### config.mk
export PLATFORM = sky130hd
export DESIGN_NAME = rca_result_accum_flat
export DESIGN_NICKNAME = d
export VERILOG_FILES = /design/src/rtl/rca_pkg.sv /design/src/rtl/rca_result_accum_if.sv /design/src/rtl/rca_skid_buf.sv /design/src/rtl/rca_result_accum.sv /design/src/flat_wrapper.sv
export SDC_FILE = /design/constraint.sdc
export NUM_CORES = 1
export LEC_CHECK = 0
export CORE_UTILIZATION = 40
export CTS_CLUSTER_SIZE = 12
export DETAILED_ROUTE_END_ITERATION = 8
export PLACE_DENSITY = 0.6
export SKIP_LAST_GASP = 1
export SYNTH_ARGS = -nofsm -noshare
export SYNTH_HDL_FRONTEND = slang
export SYNTH_SLANG_ARGS = --single-unit
### constraint.sdc
create_clock -name i_clk -period 2.4 [get_ports i_clk]
set_input_delay 0.48 -clock i_clk [delete_from_list [all_inputs] [get_ports i_clk]]
set_output_delay 0.48 -clock i_clk [all_outputs]
set_load 0.02 [all_outputs]
### src/rtl/rca_pkg.sv
// Shared defaults, FSM state type and constant helpers for the adder-result
// accumulator.
package rca_pkg;

    localparam int unsigned RES_W_DEF     = 5;
    localparam int unsigned ACC_W_DEF     = 8;
    localparam int unsigned FRAME_LEN_DEF = 8;

    typedef enum logic [1:0] {
        IDLE,
        ACCUM,
        DONE
    } state_t;

    // Bits needed to hold values 0 .. v-1.
    function automatic int unsigned clog2(input int unsigned v);
        int unsigned r;
        int unsigned x;
        r = 0;
        x = (v > 0) ? v - 1 : 0;
        while (x > 0) begin
            r = r + 1;
            x = x >> 1;
        end
        return r;
    endfunction

endpackage

### src/rtl/rca_result_accum_if.sv
// Handshake bundle between the adder-result producer, the accumulator and the
// frame-sum consumer. master = environment side, slave = rca_result_accum.
interface rca_result_accum_if #(
    parameter int unsigned RES_W = 5,
    parameter int unsigned ACC_W = 8
);
    logic             i_valid;
    logic [RES_W-1:0] i_result;
    logic             o_in_ready;
    logic             o_sum_valid;
    logic [ACC_W-1:0] o_sum;
    logic             o_ovf;
    logic             i_out_ready;

    modport master (
        output i_valid, i_result, i_out_ready,
        input  o_in_ready, o_sum_valid, o_sum, o_ovf
    );

    modport slave (
        input  i_valid, i_result, i_out_ready,
        output o_in_ready, o_sum_valid, o_sum, o_ovf
    );
endinterface

### src/rtl/rca_skid_buf.sv
// Two-entry valid/ready buffer with registered ready and synchronous flush.
// Entry 0 is always the head; a pop shifts entry 1 down.
module rca_skid_buf
    import rca_pkg::*;
#(
    parameter int unsigned WIDTH = RES_W_DEF
) (
    input  logic             i_clk,
    input  logic             i_rst_n,
    input  logic             i_flush,
    input  logic             i_valid,
    input  logic [WIDTH-1:0] i_data,
    output logic             o_ready,
    output logic             o_valid,
    output logic [WIDTH-1:0] o_data,
    input  logic             i_ready
);
    logic [WIDTH-1:0] ent0;
    logic [WIDTH-1:0] ent1;
    logic [1:0]       cnt;
    logic [1:0]       cnt_nxt;
    logic             push;
    logic             pop;

    assign push    = i_valid & o_ready;
    assign pop     = i_ready & (cnt != 2'd0);
    assign o_valid = (cnt != 2'd0);
    assign o_data  = ent0;

    always_comb begin
        cnt_nxt = cnt + {1'b0, push} - {1'b0, pop};
    end

    always_ff @(posedge i_clk or negedge i_rst_n) begin
        if (!i_rst_n) begin
            cnt     <= 2'd0;
            ent0    <= '0;
            ent1    <= '0;
            o_ready <= 1'b0;
        end else if (i_flush) begin
            cnt     <= 2'd0;
            o_ready <= 1'b1;
        end else begin
            cnt     <= cnt_nxt;
            o_ready <= (cnt_nxt != 2'd2);
            // ready is low when full, so push and a full pop never coincide
            if (pop) begin
                ent0 <= (cnt == 2'd2) ? ent1 : i_data;
            end else if (push) begin
                if (cnt == 2'd0) ent0 <= i_data;
                else             ent1 <= i_data;
            end
        end
    end
endmodule

### src/rtl/rca_result_accum.sv
// Accumulates FRAME_LEN adder results into one frame sum behind a 2-entry buffer.
// Define RCA_ACC_SAT_EN to saturate on overflow and report it on o_ovf.
module rca_result_accum
    import rca_pkg::*;
#(
    parameter int unsigned RES_W     = RES_W_DEF,
    parameter int unsigned ACC_W     = ACC_W_DEF,
    parameter int unsigned FRAME_LEN = FRAME_LEN_DEF
) (
    input  logic                i_clk,
    input  logic                i_rst_n,
    input  logic                i_clear,
    rca_result_accum_if.slave   bus,
    output logic                o_busy
);
    localparam int unsigned     CNT_W = clog2(FRAME_LEN);
    localparam logic [CNT_W-1:0] LAST = CNT_W'(FRAME_LEN - 1);

    state_t           state;
    logic [ACC_W-1:0] acc;
    logic [CNT_W-1:0] count;
    logic             sum_valid;
    logic             ovf;

    logic             head_valid;
    logic [RES_W-1:0] head;
    logic             pop;
    logic [ACC_W-1:0] sample;
    logic [ACC_W-1:0] acc_add;
    logic             ovf_add;

    rca_skid_buf #(.WIDTH(RES_W)) u_buf (
        .i_clk   (i_clk),
        .i_rst_n (i_rst_n),
        .i_flush (i_clear),
        .i_valid (bus.i_valid),
        .i_data  (bus.i_result),
        .o_ready (bus.o_in_ready),
        .o_valid (head_valid),
        .o_data  (head),
        .i_ready (pop)
    );

    // In DONE the head may only move when the sum is handed off that same edge.
    assign pop    = !i_clear && head_valid && ((state != DONE) || bus.i_out_ready);
    assign sample = ACC_W'(head);

`ifdef RCA_ACC_SAT_EN
    logic [ACC_W:0] sum_full;
    always_comb begin
        sum_full = {1'b0, acc} + {1'b0, sample};
        acc_add  = sum_full[ACC_W] ? '1 : sum_full[ACC_W-1:0];
        ovf_add  = sum_full[ACC_W];
    end
`else
    always_comb begin
        acc_add = acc + sample;
        ovf_add = 1'b0;
    end
`endif

    always_ff @(posedge i_clk or negedge i_rst_n) begin
        if (!i_rst_n) begin
            state     <= IDLE;
            acc       <= '0;
            count     <= '0;
            sum_valid <= 1'b0;
            ovf       <= 1'b0;
        end else if (i_clear) begin
            state     <= IDLE;
            acc       <= '0;
            count     <= '0;
            sum_valid <= 1'b0;
            ovf       <= 1'b0;
        end else begin
            case (state)
                IDLE, ACCUM: begin
                    if (pop) begin
                        acc <= acc_add;
                        ovf <= ovf | ovf_add;
                        if (count == LAST) begin
                            state     <= DONE;
                            sum_valid <= 1'b1;
                        end else begin
                            count <= count + CNT_W'(1);
                            state <= ACCUM;
                        end
                    end
                end
                DONE: begin
                    if (bus.i_out_ready) begin
                        sum_valid <= 1'b0;
                        ovf       <= 1'b0;
                        if (pop) begin
                            acc   <= sample;
                            count <= CNT_W'(1);
                            state <= ACCUM;
                        end else begin
                            acc   <= '0;
                            count <= '0;
                            state <= IDLE;
                        end
                    end
                end
                default: state <= IDLE;
            endcase
        end
    end

    assign bus.o_sum_valid = sum_valid;
    assign bus.o_sum       = acc;
    assign bus.o_ovf       = ovf;
    assign o_busy          = (state != IDLE);
endmodule
### src/flat_wrapper.sv
// flat-port wrapper written by rule: the top's interface ports become plain ports
module rca_result_accum_flat import rca_pkg::*;
#(
    parameter int unsigned RES_W     = RES_W_DEF,
    parameter int unsigned ACC_W     = ACC_W_DEF,
    parameter int unsigned FRAME_LEN = FRAME_LEN_DEF
)
  (i_clk, i_rst_n, i_clear, o_busy, bus_i_valid, bus_i_result, bus_i_out_ready, bus_o_in_ready, bus_o_sum_valid, bus_o_sum, bus_o_ovf);
  rca_result_accum_if #(.RES_W(RES_W), .ACC_W(ACC_W)) bus_i ();
  input  logic i_clk;
  input  logic i_rst_n;
  input  logic i_clear;
  output logic o_busy;
  input wire logic [$bits(bus_i.i_valid)-1:0] bus_i_valid;
  input wire logic [$bits(bus_i.i_result)-1:0] bus_i_result;
  input wire logic [$bits(bus_i.i_out_ready)-1:0] bus_i_out_ready;
  output wire logic [$bits(bus_i.o_in_ready)-1:0] bus_o_in_ready;
  output wire logic [$bits(bus_i.o_sum_valid)-1:0] bus_o_sum_valid;
  output wire logic [$bits(bus_i.o_sum)-1:0] bus_o_sum;
  output wire logic [$bits(bus_i.o_ovf)-1:0] bus_o_ovf;
  assign bus_i.i_valid = bus_i_valid;
  assign bus_i.i_result = bus_i_result;
  assign bus_i.i_out_ready = bus_i_out_ready;
  assign bus_o_in_ready = bus_i.o_in_ready;
  assign bus_o_sum_valid = bus_i.o_sum_valid;
  assign bus_o_sum = bus_i.o_sum;
  assign bus_o_ovf = bus_i.o_ovf;
  rca_result_accum #(.RES_W(RES_W), .ACC_W(ACC_W), .FRAME_LEN(FRAME_LEN)) u_core (.i_clk(i_clk), .i_rst_n(i_rst_n), .i_clear(i_clear), .bus(bus_i), .o_busy(o_busy));
endmodule
# Word-level counts from Yosys, hierarchy flattened
# Index checks and enable logic that the tools add are counted.
# classes
addsub	4
bitwise_logic	5
reduce_logical	21
eq_ne	10
muxes	30
# op_table
cell	count
two-way mux 5 bit	5
two-way mux 8 bit	3
case mux 8 bit (2 select lines)	1
two-way mux 3 bit	4
AND reduction 4 bit	3
nonzero test 2 bit	6
two-way mux 2 bit	5
two-way mux 1 bit	9
!= test 3 bit, second input constant	3
adder 8 x 5 -> 8 bit	1
case mux 3 bit (2 select lines)	1
AND reduction 3 bit	2
equality test 2 bit, second input constant	2
zero test 2 bit	2
!= test 2 bit, second input constant	2
case mux 2 bit (2 select lines)	1
AND reduction 2 bit	2
adder 3 x 1 -> 3 bit, second input constant	1
equality test 3 bit, second input constant	1
!= test 3 x 2 -> 1 bit, second input constant	1
inverter 1 bit	3
nonzero test 3 bit	1
adder 2 x 1 -> 2 bit	1
bitwise AND 1 bit	2
other kinds (7)	8
# totals
elab_cells	79
input_bits	10
out_inout_bits	12
ff_bits	28

# Longest topological paths before layout
# Gate-level depths: netlist of the first run.
# depth
word_depth	7
depth_mapped	10

# Cells and area by module
# A second synthesis of the first run with hierarchy kept.
# unflattened
cells_unflattened	154
area_unflattened_um2	1616.6
# by_module_without_submodules
module	cells_per_inst	n_inst	seq_area_each_um2	area_per_inst_um2
rca_result_accum	108	1	350.3	980.9
rca_skid_buf	46	1	325.3	635.6

# Worst setup path after synthesis of the first run
# OpenSTA, ideal clock, no wires.
# synth_path
path_kind	in2reg
startpoint	input port i_clear
endpoint	register u_core.u_buf.o_ready
setup_time_ps	131
arrival_time_ps	1918
stages	7
path_buffers	2
setup_slack_ps	351
required_time_ps	2269
cell_sequence	buf_4 -> clkbuf_1 -> nor3_1 -> ha_1 -> inv_1 -> ha_1 -> or3_1
# synth_via
elab_chain_len	7
# synth_lines
item	line_no	rtl
start: declaration	flat_wrapper.sv:12	input logic i_clear;
zero test 1 bit	rca_result_accum.sv:45	assign pop = !i_clear && head_valid && ((state != DONE) || bus.i_out_ready);
logical AND 1 bit (2 in a row)	rca_result_accum.sv:45	
bitwise AND 1 bit	rca_skid_buf.sv:26	assign pop = i_ready & (cnt != 2'd0);
subtractor 2 x 1 -> 2 bit	rca_skid_buf.sv:31	cnt_nxt = cnt + {1'b0, push} - {1'b0, pop};
!= test 2 bit	rca_skid_buf.sv:45	o_ready <= (cnt_nxt != 2'd2);
two-way mux 1 bit (*)	rca_skid_buf.sv:40	end else if (i_flush) begin
end signal: assignment	rca_skid_buf.sv:45	
end: declaration	rca_skid_buf.sv:13	output logic o_ready,
# Every way passes the cells marked *; elsewhere a longest branch is shown, timed or not.
# A chain may end at the register's enable or synchronous reset.

# Final worst setup path of the first run
# layout_path
startpoint	register u_core.state[1]
endpoint	output port o_busy
# layout_via
elab_chain_len	1
# layout_lines
item	line_no	rtl
start: declaration	rca_result_accum.sv:19	state_t state;
start signal: assignment	rca_result_accum.sv:64	state <= IDLE;
start signal: assignment	rca_result_accum.sv:70	state <= IDLE;
start signal: assignment	rca_result_accum.sv:82	state <= DONE;
nonzero test 2 bit	rca_result_accum.sv:113	assign o_busy = (state != IDLE);
end: declaration	flat_wrapper.sv:13	output logic o_busy;
# No other way between the ends.

==> results.md, run 1 <==
* Worst reg2reg path startpoint: u_core.state[0]
* Post CTS Setup Buffer Count at 0
* Layout cells sized above 1 at 11.0%
* Wire length on met3 at 104 um
* Initial Utilization at 42.6%
* Setup TNS at 0 ns
* CTS hold repair buffers at 0
* Fillers at 368
* GPL Wtd Cong at 0.756
* CP max FO at 10
* Status: finished clean
* Crit Path Class: reg2out
* Flops & latches, synth at 27
* EDFF count, synth at 0
* Synthesized instance count at 158
* Met2 WL at 1.67 mm
* Leading register cell type out of synthesis: dfrtp_1
* Pins Over Slew Limit at 0
* Placed Area at 0.00185 mm2
* Die height at 64.9 um
* VDD IR-drop max at 0.000306 V
* Max Cap Violations at 0
* Top layer in use: met4
* Synthesized area at 0.00158 mm2
* Detail Placement HPWL at 2.55 mm
* Commonest non-fill, non-tap cell in the layout: dfrtp_1
* Die area at 0.00421 mm2
* Max Fclk at 474 MHz
* CTS H-Tree Depth at 1
* Final setup violation count at 0
* Largest net degree at the start of global routing at 28
* DRC at 0
* Syn Area/Cell at 10.0 um2
* DRT met1 WL at 1.56 mm
* DRT Wirelength at 3.35 mm
* # diodes at 0
* DP Worst Slack at 0.0393 ns
* Pwr/cell area at 981 mW/mm2
* WL per Instance at 14.6 um
* Via Count at 1261
* Worst Hold Depth at 2
* Worst Setup End Kind: primary output
* Startpoint types: flop
* Register area share after synthesis at 42.7%
* RSZ-0062 raised after global routing: false
* CTS Buffer Depth at 2
* CTS buffer count at 3
* Synthesis Warnings at 0
* Antenna violations before repair at 0
* Lkg Pwr at 0.907 nW
* Mapped Nets at 179
* CP arrival at 1.63 ns
* Top Ports at 22
* Final instance area at 0.00190 mm2
* Period Utilization, post-route at 87.9%
* Final hold violation count at 0
* Area of the core at 0.00372 mm2
* ANT nets after route at 0
* Root Driver: clkbuf_8
* FF-to-FF path depth at 8
* Total global-route track usage at 16.7%
* PostCTS Resize Cnt at 0
* Sink Count at 27
* CTS tree: done
* Worst-Skew Late Latency at 0.27 ns
* Min Tclk post-route at 2.11 ns
* IO buf count at 20
* Worst Hold Launch: u_core.bus.o_sum_valid
* Drt first pass iters at 4
* Crit path launch: u_core.state[1]
* Final WS setup at 0.291 ns
* HP Class: reg2reg
* Cell Rows at 22
* Iter 0 DRT Violations at 66
* Critical Path RT at 1.92 ns
* Highest-count cells in the layout ignoring fill and taps: dfrtp_1 (27), clkdlybuf4s50_1 (20), nand2_1 (16)
* Die W at 64.9 um
* Skew final at 0.00262 ns
* Reg clk slew, reported paths at 0.09 ns
* Nets at 204
* Via density at 5.48
* Synth cell types at 45
* Hold slack at 0.510 ns
* FFs w/ async S/R, synth at 100%
* Number of global-route vias before repair at 1195
* Area growth, synth to finish at 20.0%
* First-pass GRT wire length at 5.39 mm
* Overflow after GRT at 0
==> flip-flops by register name (all words and copies together) (netlist names) <==
register / cells
u_core.bus.o_sum: 8
u_core.u_buf.ent1: 5
u_core.u_buf.o_data: 5
u_core.count: 3
u_core.state: 2
u_core.u_buf.cnt: 2
u_core.bus.o_sum_valid: 1
u_core.u_buf.o_ready: 1
==> per-stage QoR <==
step | cells | utilization, % | power (mW)
after global placement | 226 | 49.9 | 1.57
after global routing | 230 | 51.1 | 2.02
after CTS | 230 | 51.1 | 1.87
after floorplan | 158 | - | 1.32
after detailed placement | 226 | 49.9 | 1.61
final | 230 | 51.1 | 1.86
==> power by group <==
group,internal [mW],switching (mW),total [mW]
Clock,0.119,0.142,0.261
Sequential,0.578,0.118,0.696
Combinational,0.406,0.498,0.904
==> critical path, cell delays in order, from the launching register on <==
cell	delay (ns)
dfrtp_1	0.39
buf_4	0.17
or2_2	0.27
clkdlybuf4s50_1	0.53
==> cell usage after synthesis (2+ instances only) <==
| cell type | instances | area [um2] |
|---|---|---|
| xor2_1 | 2 | 17.5 |
| inv_1 | 8 | 30.0 |
| o21ai_0 | 12 | 60.1 |
| a21oi_1 | 8 | 40.0 |
| a31oi_1 | 2 | 12.5 |
| xnor2_1 | 2 | 17.5 |
| a21o_1 | 3 | 22.5 |
| nor2_1 | 9 | 33.8 |
| o211ai_1 | 2 | 15.0 |
| nand2_1 | 16 | 60.1 |
| dfrtp_1 | 27 | 676 |
| buf_4 | 2 | 15.0 |
| ha_1 | 10 | 125 |
| nand3_1 | 2 | 10.0 |
| nor3_1 | 6 | 30.0 |
| or3_1 | 2 | 12.5 |
| a221oi_1 | 3 | 26.3 |
| buf_2 | 3 | 15.0 |
| mux2i_1 | 8 | 80.1 |
| mux2_2 | 5 | 56.3 |
| nand2b_1 | 2 | 12.5 |
==> final cells by class <==
| class | count | area [um2] | area share, % |
|---|---|---|---|
| multi-input cells | 117 | 842 | 44.4 |
| well taps | 48 | 60.1 | 3.16 |
| clock buffers | 4 | 45.0 | 2.37 |
| flip-flops and latches | 27 | 676 | 35.6 |
| repair buffers | 26 | 245 | 12.9 |
| inverters | 8 | 30.0 | 1.58 |
==> cells by family (layout without fill, tap and decap cells) <==
| kind of cell | Yosys count | in the layout | share of synthesized area [%] |
|---|---|---|---|
| other | 1 | 1 | 0.237 |
| and+or+nand+nor | 48 | 48 | 16.4 |
| buffers and inverters | 14 | 38 | 4.03 |
| adders and majority gates | 11 | 11 | 9.18 |
| DFF | 27 | 27 | 42.7 |
| muxes | 13 | 13 | 8.62 |
| AOI/OAI and AO/OA | 40 | 40 | 16.6 |
| xor gates and xnor gates | 4 | 4 | 2.22 |
==> metal layers <==
layer | GRT usage, % | vias to the layer above
met2 | 29.8 | 27
met5 | 0 | -
met4 | 4.17 | 0
met3 | 2.29 | 2
li1 | - | 612
met1 | 21.0 | 620
==> final timing paths <==
path | end | slack [ns]
max reg2reg | u_core.u_buf.o_ready | 0.34
min in group asynchronous | u_core.state[1] | 0.59
max in group asynchronous | u_core.u_buf.ent1[0] | 1.56
min reg2reg | u_core.bus.o_sum_valid | 0.51
max | o_busy | 0.29
min | u_core.bus.o_sum_valid | 0.51
No activity file was read; power rests on OpenSTA's default activity.
==> run 2: changes to the inputs <==
- CTS_BUF_LIST: unset -> sky130_fd_sc_hd__clkbuf_8
==> run 2 against run 1 <==
Final area unchanged. Total power down 0.18%. Combinational power about the same. Utilization unchanged. Global-route usage unchanged. Register-to-register slack about the same. Clock power down 2%. Flip-flop and latch count unchanged. Largest power group unchanged. Via count unchanged. Critical path depth unchanged.
==> results.md, run 2 (synthesized netlist as in run 1, its figures left out) <==
* GPL Wtd Cong at 0.756 (unchanged)
* Overflow after GRT at 0 (unchanged)
* CP max FO at 10 (unchanged)
* Area of the core at 0.00372 mm2 (unchanged)
* Largest net degree at the start of global routing at 28 (unchanged)
* Non-Filler Instances at 230 (unchanged)
* Drt first pass iters at 4 (unchanged)
* Area growth, synth to finish at 20.0% (unchanged)
* Max Cap Violations at 0 (unchanged)
* Die W at 64.9 um (unchanged)
* Final instance area at 0.00190 mm2 (unchanged)
* Via Count at 1261 (unchanged)
* First-pass GRT wire length at 5.39 mm (unchanged)
* VDD IR-drop max at 0.000308 V (+0.59%)
* Min Tclk post-route at 2.11 ns (-0.000195 ns)
* Worst Setup End Kind: primary output
* ANT nets after route at 0 (unchanged)
* Crit-path max cell delay at 0.53 ns (about the same)
* Fillers at 368 (unchanged)
* PostCTS Resize Cnt at 0 (unchanged)
* Post CTS Setup Buffer Count at 0 (unchanged)
* Sink Count at 27 (unchanged)
* CTS hold repair buffers at 0 (unchanged)
* DP Cell Count at 226 (unchanged)
* CP arrival at 1.63 ns (about the same)
* Nets at 204 (unchanged)
* Initial Utilization at 42.6% (unchanged)
* DRC at 0 (unchanged)
* Detail Placement HPWL at 2.55 mm (unchanged)
* Max Fclk at 474 MHz (about the same)
* CP cell instances: buf_4, or2_2, clkdlybuf4s50_1
* Setup TNS at 0 ns (unchanged)
* Layout cells sized above 1 at 11.0% (unchanged)
* Number of global-route vias before repair at 1195 (unchanged)
* HP Class: reg2reg
* Root Driver: clkbuf_8
* WL per Instance at 14.6 um (about the same)
* Highest-count cells in the layout ignoring fill and taps: dfrtp_1 (27), clkdlybuf4s50_1 (20), nand2_1 (16)
* Final Power at 1.86 mW (-0.18%)
* Commonest non-fill, non-tap cell in the layout: dfrtp_1
* Slowest cell on the critical path: clkdlybuf4s50_1
* Top Ports at 22 (unchanged)
* CTS buffer count at 3 (unchanged)
* # diodes at 0 (unchanged)
* Reg clk slew, reported paths at 0.09 ns (about the same)
* Lkg Pwr at 0.911 nW (+0.46%)
* Via density at 5.48 (unchanged)
* Status: finished clean
* Fin util at 51.1% (unchanged)
* Total global-route track usage at 16.7% (unchanged)
* Final setup violation count at 0 (unchanged)
* Final hold violation count at 0 (unchanged)
* Startpoint types: flop
* IO buf count at 20 (unchanged)
* Pins Over Slew Limit at 0 (unchanged)
* RSZ-0062 raised after global routing: false
* Skew final at 0.00347 ns (+0.000851 ns)
* Period Utilization, post-route at 87.9% (about the same)
* Pwr/cell area at 979 mW/mm2 (-0.18%)
* Critical Path RT at 1.92 ns (about the same)
* DRT Wirelength at 3.35 mm (about the same)
* Cell Rows at 22 (unchanged)
* CTS H-Tree Depth at 1 (unchanged)
* Flip-flop count of the largest register after layout at 8 (unchanged)
* CTS tree: done
* Iter 0 DRT Violations at 61 (-7.6%)
* Crit Path Class: reg2out
* Antenna violations before repair at 0 (unchanged)
* Worst-Skew Late Latency at 0.27 ns (about the same)
* Die height at 64.9 um (unchanged)
* Die area at 0.00421 mm2 (unchanged)
* Placed Area at 0.00185 mm2 (unchanged)
* CTS Buffer Depth at 2 (unchanged)
## run 2: worst max-delay path, delay by kind of cell (launching register included)
| family | cells | cell delay [ns] |
|---|---|---|
| and+or+nand+nor | 1 | 0.27 |
| DFF | 1 | 0.39 |
| buffers and inverters | 2 | 0.70 |
## run 2: layer usage
metal / track usage, % / part of all wire, % / vias up
met4: 4.17 / 0.54 / 0
met3: 2.29 / 3.2 / 2
met2: 29.8 / 50 / 23
met1: 21.0 / 46 / 624
li1: - / - / 612
met5: 0 / 0 / -
## run 2: cell type report
type / count / area [um2] / share of cell area (%)
Inverter: 8 / 30.0 / 1.58
Multi-Input combinational cell: 117 / 842 / 44.4
Tap cell: 48 / 60.1 / 3.16
Clock buffer: 3 / 41.3 / 2.18
Sequential cell: 27 / 676 / 35.6
Clock inverter: 1 / 3.75 / 0.198
Timing Repair Buffer: 26 / 245 / 12.9
## run 2: path summary, 6_finish.rpt
kind	start	to	slack (ns)	cells past startpoint
worst max register to register	u_core.state[0]	u_core.u_buf.o_ready	0.34	8
worst min register to register	u_core.bus.o_sum_valid	u_core.bus.o_sum_valid	0.51	2
min in group asynchronous	i_rst_n	u_core.state[1]	0.59	2
max in group asynchronous	i_rst_n	u_core.u_buf.ent1[0]	1.56	2
worst max-delay path	u_core.state[1]	o_busy	0.29	3
worst min-delay path	u_core.bus.o_sum_valid	u_core.bus.o_sum_valid	0.51	2
## run 2: metrics by stage
| step | setup slack [ns] | hold WS (ns) |
|---|---|---|
| after floorplan | 0.351 | 0.184 |
| after global placement | 0.108 | 0.478 |
| after detailed placement | 0.0393 | 0.488 |
| after CTS | 0.273 | 0.510 |
| after global routing | 0.192 | 0.548 |
| final | 0.291 | 0.510 |
## run 2: report_power, final
group          total, mW  internal, mW  switching (mW)
Sequential         0.696         0.578           0.117
Combinational      0.905         0.406           0.499
Clock              0.257         0.115           0.142
==> run 3: changes to the inputs <==
- CORE_MARGIN: unset -> 2
==> run 3 against run 2 <==
Via count fell by 2.9%. Cell count fell by 0.43%. Total power fell by 0.52%. Die area rose by 6.3%. Final area fell by 0.33%.
==> results.md, run 3 (synthesized netlist as in run 1, its figures left out) <==
* Period Utilization, post-route at 87.9% (about the same)
* Nets at 203 (-0.49%)
* CP max FO at 10 (unchanged)
* Max Cap Violations at 0 (unchanged)
* Via Count at 1225 (-2.9%)
* First-pass GRT wire length at 5.53 mm (+2.7%)
* Skew final at 0.00773 ns (+0.00426 ns)
* Detail Placement HPWL at 2.46 mm (-3.5%)
* Iter 0 DRT Violations at 58 (-4.9%)
* Total global-route track usage at 16.4% (-0.35 points)
* CTS tree: done
* R2R setup slack at 0.34 ns (about the same)
* Setup TNS at 0 ns (unchanged)
* CTS buffer count at 3 (unchanged)
* ANT nets after route at 0 (unchanged)
* Crit path launch: u_core.state[1]
* CP arrival at 1.63 ns (about the same)
* Worst Setup End Kind: primary output
* Die height at 66.9 um (+3.1%)
* Flip-flop count of the largest register after layout at 8 (unchanged)
* GRT met2 Usage at 28.1% (-1.7 points)
* Cell Rows at 22 (unchanged)
* Startpoint types: flop
* Reg clk slew, reported paths at 0.09 ns (about the same)
* Post CTS Setup Buffer Count at 0 (unchanged)
* Status: finished clean
* Sw Ratio at 40.5% (-0.34 points)
* Lkg Pwr at 0.904 nW (-0.75%)
* Area of the core at 0.00374 mm2 (+0.74%)
* VDD IR-drop max at 0.000411 V (+34%)
* CTS hold repair buffers at 0 (unchanged)
* GPL Wtd Cong at 0.799 (+5.7%)
* Top Ports at 22 (unchanged)
* Gr busiest metal: met2
* Via density at 5.35 (-2.4%)
* RSZ-0062 raised after global routing: false
* # diodes at 0 (unchanged)
* Crit Path Class: reg2out
* Final setup violation count at 0 (unchanged)
* WL per Instance at 14.2 um (-2.6%)
* Non-Filler Instances at 229 (-0.43%)
* Layout cells sized above 1 at 11.0% (+0.061 points)
* Clock power frac at 14.2% (+0.4 points)
* Final hold violation count at 0 (unchanged)
* Worst-Skew Late Latency at 0.28 ns (about the same)
* Slew HR at 61.3%
* Worst reg2reg endpoint: u_core.u_buf.o_ready
* CTS Buffer Depth at 2 (unchanged)
* Register share of total power at 37.6% (about the same)
* Die W at 66.9 um (+3.1%)
* HP Class: reg2reg
* Root Driver: clkbuf_8
* FF-to-FF path depth at 7 (-1)
* Tightest Pin Transition at 0.578 ns
* Sw power at 0.748 mW (-1.4%)
* Hold slack at 0.512 ns (+0.00235 ns)
* DRT Wirelength at 3.25 mm (-3.0%)
* Max Fclk at 474 MHz (about the same)
* P_int at 1.10 mW (about the same)
* Pins Over Slew Limit at 0 (unchanged)
* Drt first pass iters at 4 (unchanged)
* Pwr/cell area at 977 mW/mm2 (-0.19%)
* Sink Count at 27 (unchanged)
* CTS H-Tree Depth at 1 (unchanged)
* Initial Utilization at 42.2% (-0.31 points)
* IO buf count at 20 (unchanged)
* Highest-count cells in the layout ignoring fill and taps: dfrtp_1 (27), clkdlybuf4s50_1 (20), nand2_1 (16)
* Met3 usage at 3.21% (+0.92 points)
* DP Cell Count at 225 (-0.44%)
* PostCTS Resize Cnt at 0 (unchanged)
* Worst reg2reg path startpoint: u_core.state[0]
* End point of the critical path: o_busy
* Die area at 0.00447 mm2 (+6.3%)
* Logic gate share of total power at 48.2% (-0.5 points)
* Routing usage on met1 at 20.0% (-1.1 points)
* Commonest non-fill, non-tap cell in the layout: dfrtp_1
* Critical Path RT at 1.92 ns (about the same)
* Antenna violations before repair at 0 (unchanged)
* DRC at 0 (unchanged)
* Number of global-route vias before repair at 1253 (+4.9%)
* Overflow after GRT at 0 (unchanged)
* Largest net degree at the start of global routing at 28 (unchanged)
* Min Tclk post-route at 2.11 ns (-0.00000800 ns)
* Fin util at 50.5% (-0.54 points)
* Area growth, synth to finish at 19.6%
-- run 3: power by group through the flow --
stage	Combinational, mW	Sequential [mW]	Clock [mW]
after floorplan	0.590	0.730	0
after global routing	1.00	0.715	0.295
final	0.892	0.694	0.262
after CTS	0.902	0.697	0.276
after global placement	0.872	0.700	0
after detailed placement	0.898	0.708	0
-- run 3: final cells by class --
| cell class | count | area (um2) |
|---|---|---|
| Fill cell | 374 | 1850 |
| Inverter | 8 | 30.0 |
| Tap cell | 48 | 60.1 |
| Clock inverter | 1 | 5.00 |
| Clock buffer | 3 | 41.3 |
| Sequential cell | 27 | 676 |
| Multi-Input combinational cell | 117 | 842 |
| Timing Repair Buffer | 25 | 238 |
-- run 3: layer usage --
| metal | vias up | wire length (um) |
|---|---|---|
| li1 | 616 | - |
| met4 | 0 | 49 |
| met5 | - | 0 |
| met1 | 585 | 1500 |
| met2 | 19 | 1580 |
| met3 | 5 | 119 |
-- run 3: per-stage QoR --
| step | setup WS [ns] | instance area [um2] | total power [mW] |
|---|---|---|---|
| 2_1_floorplan | 0.351 | 1580 | 1.32 |
| 3_3_place_gp | 0.108 | 1850 | 1.57 |
| 3_5_place_dp | 0.00664 | 1850 | 1.61 |
| 4_1_cts | 0.274 | 1890 | 1.87 |
| 5_1_grt | 0.182 | 1890 | 2.01 |
| 6_report | 0.291 | 1890 | 1.85 |
-- run 3: worst max-delay path, stage by stage (launching register included) --
cell and delay, ns:
dfrtp_1 0.39, buf_4 0.17, or2_2 0.27, clkdlybuf4s50_1 0.54
-- run 3: how the worst min path moves through the flow --
stage | slack, ns | endpoint | cells after the start | startpoint
after detailed placement | 0.49 | u_core.bus.o_sum_valid | 2 | u_core.bus.o_sum_valid
final | 0.51 | u_core.bus.o_sum_valid | 2 | u_core.bus.o_sum_valid
after global routing | 0.55 | u_core.u_buf.ent1[2] | 1 | u_core.u_buf.ent1[2]
after floorplan | 0.18 | u_core.bus.o_sum[0] | 0 | i_rst_n
after CTS | 0.51 | u_core.bus.o_sum_valid | 2 | u_core.bus.o_sum_valid
after global placement | 0.48 | u_core.bus.o_sum_valid | 2 | u_core.bus.o_sum_valid
